File: src/rtl/bus_sequencer.sv
// bus_sequencer: round-robin arbiter and transaction sequencer for a shared bus
// used by three requesters (0 = CPU, 1 = video, 2 = MCU/SPI).
//
// Ports
//   clk, reset                 clock, synchronous active-high reset
//   req[2:0]                   per-requester access request (level)
//   req_addr / req_we /        per-requester transaction, requester i at
//   req_wdata                  slice [i*W +: W]
//   grant[2:0]                 one-hot bus owner, 0 when idle
//   done[2:0]                  one-cycle completion pulse to the owner
//   rdata                      read data of the last completed read
//   bus_addr/bus_we/bus_wdata  transaction latched toward the bus
//   bus_strobe                 one-cycle transaction start pulse
//   bus_ack, bus_rdata         completion and read data from the bus side
//   timeout                    one-cycle pulse when a transaction is aborted
//
// Optional feature: define BUS_SEQUENCER_TIMEOUT_EN to abort transactions that
// see no bus_ack within TIMEOUT_CYCLES cycles of STROBE+WAIT. Without it the
// sequencer waits for bus_ack indefinitely and timeout is tied low.
module bus_sequencer #(
  parameter int unsigned ADDR_WIDTH     = 17,
  parameter int unsigned DATA_WIDTH     = 8,
  parameter int unsigned TIMEOUT_CYCLES = 15
) (
  input  logic                    clk,
  input  logic                    reset,
  input  logic [2:0]              req,
  input  logic [3*ADDR_WIDTH-1:0] req_addr,
  input  logic [2:0]              req_we,
  input  logic [3*DATA_WIDTH-1:0] req_wdata,
  output logic [2:0]              grant,
  output logic [2:0]              done,
  output logic [DATA_WIDTH-1:0]   rdata,
  output logic [ADDR_WIDTH-1:0]   bus_addr,
  output logic                    bus_we,
  output logic [DATA_WIDTH-1:0]   bus_wdata,
  output logic                    bus_strobe,
  input  logic                    bus_ack,
  input  logic [DATA_WIDTH-1:0]   bus_rdata,
  output logic                    timeout
);

  typedef enum logic [1:0] {IDLE, STROBE, WAIT, DONE} state_t;

  state_t                 state, state_d;
  logic [2:0]             req_q;
  logic [1:0]             owner, owner_d;
  logic [1:0]             last_owner, last_owner_d;
  logic [2:0]             grant_d, done_d;
  logic [DATA_WIDTH-1:0]  rdata_d;
  logic [ADDR_WIDTH-1:0]  addr_d;
  logic                   we_d;
  logic [DATA_WIDTH-1:0]  wdata_d;
  logic                   strobe_d;

  logic                   win_valid;
  logic [1:0]             win, cand;
  logic [ADDR_WIDTH-1:0]  win_addr;
  logic                   win_we;
  logic [DATA_WIDTH-1:0]  win_wdata;

`ifdef BUS_SEQUENCER_TIMEOUT_EN
  localparam int unsigned CNT_W = $clog2(TIMEOUT_CYCLES + 1);
  logic [CNT_W-1:0] cnt, cnt_d;
  logic             timeout_d;
`else
  // The ack wait limit has no hardware in this build.
  if (TIMEOUT_CYCLES == 0) begin : g_timeout_unused
  end
  assign timeout = 1'b0;
`endif

  // Round-robin pick: first pending requester after last_owner (mod 3).
  // Searching from the far end down leaves the nearest candidate as winner.
  always_comb begin
    win_valid = 1'b0;
    win       = 2'd0;
    cand      = 2'd0;
    for (int k = 3; k >= 1; k--) begin
      cand = 2'((int'(last_owner) + k) % 3);
      if (req_q[cand]) begin
        win_valid = 1'b1;
        win       = cand;
      end
    end
  end

  // Select the winner's transaction fields.
  always_comb begin
    win_addr  = req_addr[0 +: ADDR_WIDTH];
    win_we    = req_we[0];
    win_wdata = req_wdata[0 +: DATA_WIDTH];
    case (win)
      2'd1: begin
        win_addr  = req_addr[ADDR_WIDTH +: ADDR_WIDTH];
        win_we    = req_we[1];
        win_wdata = req_wdata[DATA_WIDTH +: DATA_WIDTH];
      end
      2'd2: begin
        win_addr  = req_addr[2*ADDR_WIDTH +: ADDR_WIDTH];
        win_we    = req_we[2];
        win_wdata = req_wdata[2*DATA_WIDTH +: DATA_WIDTH];
      end
      default: ;
    endcase
  end

  // Next-state and next-output logic.
  always_comb begin
    state_d      = state;
    owner_d      = owner;
    last_owner_d = last_owner;
    grant_d      = grant;
    done_d       = 3'b000;
    strobe_d     = 1'b0;
    rdata_d      = rdata;
    addr_d       = bus_addr;
    we_d         = bus_we;
    wdata_d      = bus_wdata;
`ifdef BUS_SEQUENCER_TIMEOUT_EN
    cnt_d        = cnt;
    timeout_d    = 1'b0;
`endif
    unique case (state)
      IDLE: begin
        if (win_valid) begin
          state_d  = STROBE;
          owner_d  = win;
          grant_d  = 3'b001 << win;
          strobe_d = 1'b1;
          addr_d   = win_addr;
          we_d     = win_we;
          wdata_d  = win_wdata;
`ifdef BUS_SEQUENCER_TIMEOUT_EN
          cnt_d    = '0;
`endif
        end
      end
      STROBE, WAIT: begin
        if (bus_ack) begin
          state_d = DONE;
          done_d  = grant;
          if (!bus_we) rdata_d = bus_rdata;
        end
`ifdef BUS_SEQUENCER_TIMEOUT_EN
        // cnt holds the STROBE/WAIT cycles already finished before this one.
        else if (cnt == CNT_W'(TIMEOUT_CYCLES - 1)) begin
          state_d   = DONE;
          done_d    = grant;
          timeout_d = 1'b1;
          rdata_d   = '1;
        end else begin
          cnt_d   = cnt + CNT_W'(1);
          state_d = WAIT;
        end
`else
        else begin
          state_d = WAIT;
        end
`endif
      end
      DONE: begin
        state_d      = IDLE;
        grant_d      = 3'b000;
        last_owner_d = owner;
      end
      default: state_d = IDLE;
    endcase
  end

  // State and output registers; req is registered once ahead of arbitration.
  always_ff @(posedge clk) begin
    if (reset) begin
      state      <= IDLE;
      req_q      <= 3'b000;
      owner      <= 2'd0;
      last_owner <= 2'd2;
      grant      <= 3'b000;
      done       <= 3'b000;
      bus_strobe <= 1'b0;
      rdata      <= '0;
      bus_addr   <= '0;
      bus_we     <= 1'b0;
      bus_wdata  <= '0;
`ifdef BUS_SEQUENCER_TIMEOUT_EN
      cnt        <= '0;
      timeout    <= 1'b0;
`endif
    end else begin
      state      <= state_d;
      req_q      <= req;
      owner      <= owner_d;
      last_owner <= last_owner_d;
      grant      <= grant_d;
      done       <= done_d;
      bus_strobe <= strobe_d;
      rdata      <= rdata_d;
      bus_addr   <= addr_d;
      bus_we     <= we_d;
      bus_wdata  <= wdata_d;
`ifdef BUS_SEQUENCER_TIMEOUT_EN
      cnt        <= cnt_d;
      timeout    <= timeout_d;
`endif
    end
  end

endmodule
File: config.mk
export PLATFORM = sky130hd
export DESIGN_NAME = bus_sequencer
export DESIGN_NICKNAME = d
export VERILOG_FILES = /design/src/rtl/bus_sequencer.sv
export SDC_FILE = /design/constraint.sdc
export NUM_CORES = 1
export LEC_CHECK = 0
export ABC_AREA = 1
export ABC_CLOCK_PERIOD_IN_PS = 7900
export CAP_MARGIN = 40
export CORE_UTILIZATION = 56
export DETAILED_ROUTE_END_ITERATION = 6
export DONT_BUFFER_PORTS = 1
export PLACE_DENSITY = 0.71
export SLEW_MARGIN = 0
export SYNTH_ARGS = -nofsm -noshare
export SYNTH_HDL_FRONTEND = slang
export SYNTH_SLANG_ARGS = --single-unit
export TNS_END_PERCENT = 100
File: constraint.sdc
create_clock -name clk -period 7.9 [get_ports clk]
set_clock_uncertainty 0.1 [all_clocks]
set_input_delay 0.79 -clock clk [delete_from_list [all_inputs] [get_ports clk]]
set_output_delay 0.79 -clock clk [all_outputs]
set_load 0.01 [all_outputs]
# --- Yosys cells after proc, flatten, opt, wreduce, memory -nomap -nowiden ---
# Cells that the tools add are included.
totals:
  register_bits: 50
  latchBits: 0
  mem_bits_rw: 0
  rom_bits: 0
  input_bits: 92
  output_inout_bits: 42
  word_cells: 60
  n_memories: 0
op_classes:
  addsub: 3
  mul: 0
  n_div: 3
  magnitude_cmp: 3
  n_eq_ne: 6
  shifts: 1
  muxes: 21
  n_bitwise: 4
  n_reduce_logical: 8
op_table:
  columns: ["operator", "n"]
  rows:
  - ["$mod 32x3->32 const B", 3]
  - ["$pmux 17 s2", 1]
  - ["$pmux 8 s2", 1]
  - ["$lt 2x3->1 const B", 3]
  - ["$mux 1", 8]
  - ["$mux 2", 4]
  - ["$add 2x2->3 const B", 2]
  - ["$bmux 1 s2", 3]
  - ["$eq 2x2->1 const B", 3]
  - ["$pmux 2 s3", 1]
  - ["$pmux 3 s2", 1]
  - ["$eq 2x1->1 const B", 2]
  - ["$not 1->1", 4]
  - ["$reduce_and 2->1", 2]
  - ["$reduce_or 2->1", 2]
  - ["$add 2x1->3 const B", 1]
  - ["$mux 3", 1]
  - ["$reduce_and 3->1", 1]
  - ["$reduce_or 3->1", 1]
  - ["$shl 1x2->3 const A", 1]
  - ["$logic_not 2->1", 1]
  - ["$ne 2x2->1 const B", 1]
  - ["$pmux 1 s2", 1]
  - ["$reduce_bool 2->1", 1]

# --- Longest topological paths before layout ---
depth:
  word_depth: 10
  ltp_mapped: 20
  mapped_depth_nobuf: 18

# --- Worst setup path before layout ---
# Ideal clock, no wire load.
synth_timing:
  path_type: "register to register"
  start: "register last_owner[0]"
  end: "register bus_addr[10]"
  setup_time_ns: 0.116
  arrival_ns: 2.336
  required_time_ns: 7.684
  setup_slack_ns: 5.348
  path_stages_with_launch: 15
  n_path_buf: 2
  period_less_slack_ns: 2.552
  path_cell_list: "dfxtp_1 > inv_1 > ha_1 > inv_2 > nand2_1 > nand3_1 > nand2_2 > o21ai_0 > inv_1 > ha_1 > clkbuf_1 > clkbuf_1 > o21ai_0 > o21ai_0 > nor2_1"
synth_via:
  elab_chain_len: 9
  elab_cells_between_ends: 22
  classes_between: "3 x add/sub; 3 x div; 2 x eq/ne; 13 x mux; 1 x reduce/logical"
synth_rtl:
  columns: ["element", "line_no", "text"]
  rows:
  - ["start, declared", "48", "logic [1:0] last_owner, last_owner_d;"]
  - ["start signal, assigned", "193", "last_owner <= last_owner_d;"]
  - ["$add 2x2->3", "80", "cand = 2'((int'(last_owner) + k) % 3);"]
  - ["$mod 32x3->32", "80", null]
  - ["$bmux 1 s2", "81", "if (req_q[cand]) begin"]
  - ["$mux 1 (implied by the code)", "81", null]
  - ["$mux 2 (2 in series)", "81", null]
  - ["$mux 2 (*)", "81", null]
  - ["net win[1]", "57", "logic [1:0] win, cand;"]
  - ["$eq 2x2->1 or $eq 2x1->1 (tied branches)", "93", "case (win)"]
  - ["$pmux 17 s2 (*)", "93", null]
  - ["end signal, assigned", "198", "bus_addr <= addr_d;"]
  - ["end, declared", "34", "output logic [ADDR_WIDTH-1:0] bus_addr,"]
# Mark *: on every way through the listed nets, which the timed path passes. The rest lies on a longest branch. The select of a mux whose other input is x is not followed.
# A chain may end at the register's enable or synchronous reset.

# --- Worst setup path after layout ---
layout_timing:
  start: "register last_owner[0]"
  end: "register bus_addr[9]"
# The elaborated chain is that of the path after synthesis.

==> impl_metrics.toml <==
[timing]
tightest_slew_ps = 920.5
slew_headroom = 0.3864
period_share = 0.3730
slew_viol_final = 0
min_period_ps = 2947
finalSetupViolations = 0
fmax_mhz = 339.4
hold_violations = 0
setup_ws_ps = 4953
tns_ps = 0
grt_setup_unrepaired = "false"
whs_ps = 373.1

[placed_design]
portBuffers = 0
hpwl_mm = 4.264
place_ws_ps = 4972
postPlaceCellArea_um2 = 2649
place_congestion = 0.9495

[floorplan]
pin_count = 134
die_h_um = 71.15
die_area_um2 = 5062
core_um2 = 4474
rows = 24
start_util = 0.5984
chipWidth_um = 71.15

[layout]
fin_nets = 480
syn2layout_area_growth_pct = 2.570
design_area_um2 = 2746
drive_gt1_frac = 0.05263
diodes = 0

[clocking]
htreeDepth = 2
hold_buffers = 0
postCtsSetupRepairBufs = 0
cts_tree = "yes"
insertion_delay_ps = 300
cts_root_buffer = "clkbuf_8"
cts_resized = 0
cts.sinks = 50
cts_buffers = 5
clock_path_buffers = 2
clk_pin_slew_worst_paths_ps = 100

[setup_path]
critPathMaxStageDelay_ps = 760
cpMostUsedCell = "nand2_1"
cp-start-kind = "flop"
worstSetupPathType = "flop to flop"
path_max_fanout = 27
critPathLaunch = "last_owner[0]"
cp.arrival_ps = 3100
worst-path-buf-inv = 2
worstPathRequired_ps = 8050
cp-end-kind = "flop"
cpLargestDelayFamily = "adder cells"
cp_slowest_cell = "ha_1"
cp_cell_sequence = "inv_1, ha_1, nand3_1, nand2_1, nand2_1, o21ai_0, nand2_1, nand2_1, inv_1, ha_1, a22o_1, nand2_1, o21ai_0, o21ai_1, nor2_1"
reg2reg_from = "last_owner[0]"

[yosys]
synth_compound_area_frac = 0.2285
synth_top_area_frac = 0.3738
seq_area_frac_synth = 0.3738
ys_seq_elements = 50
ys_warn_count = 0
synth_nets = 495
synthTopCellsByArea = "dfxtp_1 (37%), nor2_1 (11%), a22o_1 (8.5%), inv_1 (7.4%), nand2_1 (7.0%)"
synth-simple-area-share = 0.2238
syn-cell-area_um2 = 2678
avgSynthCellArea_um2 = 6.796
synth_top_family_by_area = "compound AO/OA/AOI/OAI gates"
synthMuxAreaShare = 0
yosysTopAreaCell = "dfxtp_1"
synthDistinctLibCells = 24
synthXorXnorAreaFrac = 0
synth_cells = 394
synthAdderAreaFrac = 0.04206

[detailed_routing]
wl_per_cell_um = 13.61
via_per_inst = 5.465
ant_nets = 0
drc = 6
drtIter0Drc = 89
wirelength_mm = 5.880
vias = 2361
drtPass1Iterations = 7

[hold_path]
hp-start = "owner[0]"
min_path_type = "flop to flop"

[pwr]
irDropWorstVdd_v = 0.0001844
power_density_nw_per_um2 = 399.2
p_total_uw = 1096
p_leak_uw = 0.001283

[status]
status = "finished with violations"
violations = "DRC"

[global_route]
track_usage = 0.2396
grt_pass1_vias = 2146
grt_overflow = 0
antenna_found_initial = 0
grt_pass1_wl_mm = 9.528
grt_max_degree = 53

[flow_run]
cap_violations = 0
[per-layer routing]
| metal | part of all wire | global-route usage | vias up |
|---|---|---|---|
| met2 | 0.48 | 0.4095 | 99 |
| li1 | - | - | 1220 |
| met4 | 0.026 | 0.1067 | 0 |
| met3 | 0.096 | 0.07265 | 16 |
| met5 | 0 | 0 | - |
| met1 | 0.40 | 0.2753 | 1026 |
[worst register-to-register path, cell delays in order (launching register included)]
cell	delay, ps
dfxtp_1	390
inv_1	80
ha_1	350
nand3_1	160
nand2_1	110
nand2_1	60
o21ai_0	70
nand2_1	60
nand2_1	80
inv_1	80
ha_1	760
a22o_1	260
nand2_1	60
o21ai_0	90
o21ai_1	90
nor2_1	90
[sequential cells by signal, summed over array words and instances (netlist names), 2 cells and up]
name and cells:
bus_addr 17, bus_wdata 8, last_owner 2, owner 2, state 2, done 3
grant 3, req_q 3, rdata 8
[through the flow]
| step | instances | utilization |
|---|---|---|
| 5_1_grt | 432 | 0.6138 |
| 2_1_floorplan | 394 | - |
| 3_3_place_gp | 423 | 0.5859 |
| 4_1_cts | 432 | 0.6138 |
| 6_report | 432 | 0.6138 |
| 3_5_place_dp | 424 | 0.5920 |
[cell usage in the layout, fill, tap and decap left out, types with 4 or more instances in the layout]
| cell | synthesis | layout |
|---|---|---|
| nor2_1 | 82 | 82 |
| inv_1 | 53 | 53 |
| nand2_1 | 50 | 50 |
| dfxtp_1 | 50 | 50 |
| o21ai_0 | 36 | 36 |
| o21ai_1 | 30 | 30 |
| a22o_1 | 26 | 26 |
| nand3_1 | 13 | 13 |
| a21oi_1 | 9 | 9 |
| ha_1 | 9 | 9 |
| clkbuf_8 | 0 | 5 |
| inv_2 | 4 | 4 |
[power breakdown]
group / internal [µW] / switching [µW] / leakage, µW / total [µW]
Clock: 65.8 / 93.3 / 0.0000502 / 159
Sequential: 356 / 116 / 0.000412 / 472
Combinational: 164 / 301 / 0.000821 / 466
Total: 586 / 511 / 0.00128 / 1100
[synthesized netlist by cell type, drive strengths merged]
| cell type | count |
|---|---|
| buf | 13 |
| nand3 | 14 |
| dfxtp | 50 |
| nor2 | 82 |
| o21ai | 66 |
| inv | 58 |
| ha | 9 |
| conb | 1 |
| a22o | 26 |
| or2 | 1 |
| a21oi | 10 |
| nor3 | 1 |
| nand2 | 52 |
| clkbuf | 11 |
[final timing paths]
kind / endpoint / slack, ps / cells after the start
worst min register to register: last_owner[0] / 370 / 2
worst max register to register: bus_addr[9] / 4950 / 15
worst max-delay path: bus_addr[9] / 4950 / 15
worst min-delay path: last_owner[0] / 370 / 2
[cell families (layout without fill, tap and decap cells)]
logic type / count (synthesis) / count (layout)
simple gates: 150 / 150
compound gates: 102 / 102
buf+inv: 82 / 68
flops: 50 / 50
fa+ha+maj: 9 / 9
other cells: 1 / 1
[layout make-up]
class,instances,area [µm²]
Sequential cell,50,1001
Timing Repair Buffer,2,35.03
Tap cell,52,65.06
Multi-Input combinational cell,262,1328
Fill cell,453,1728
Inverter,58,220.2
Clock buffer,5,68.82
Clock inverter,3,28.78
(Power assumes the default switching activity.)
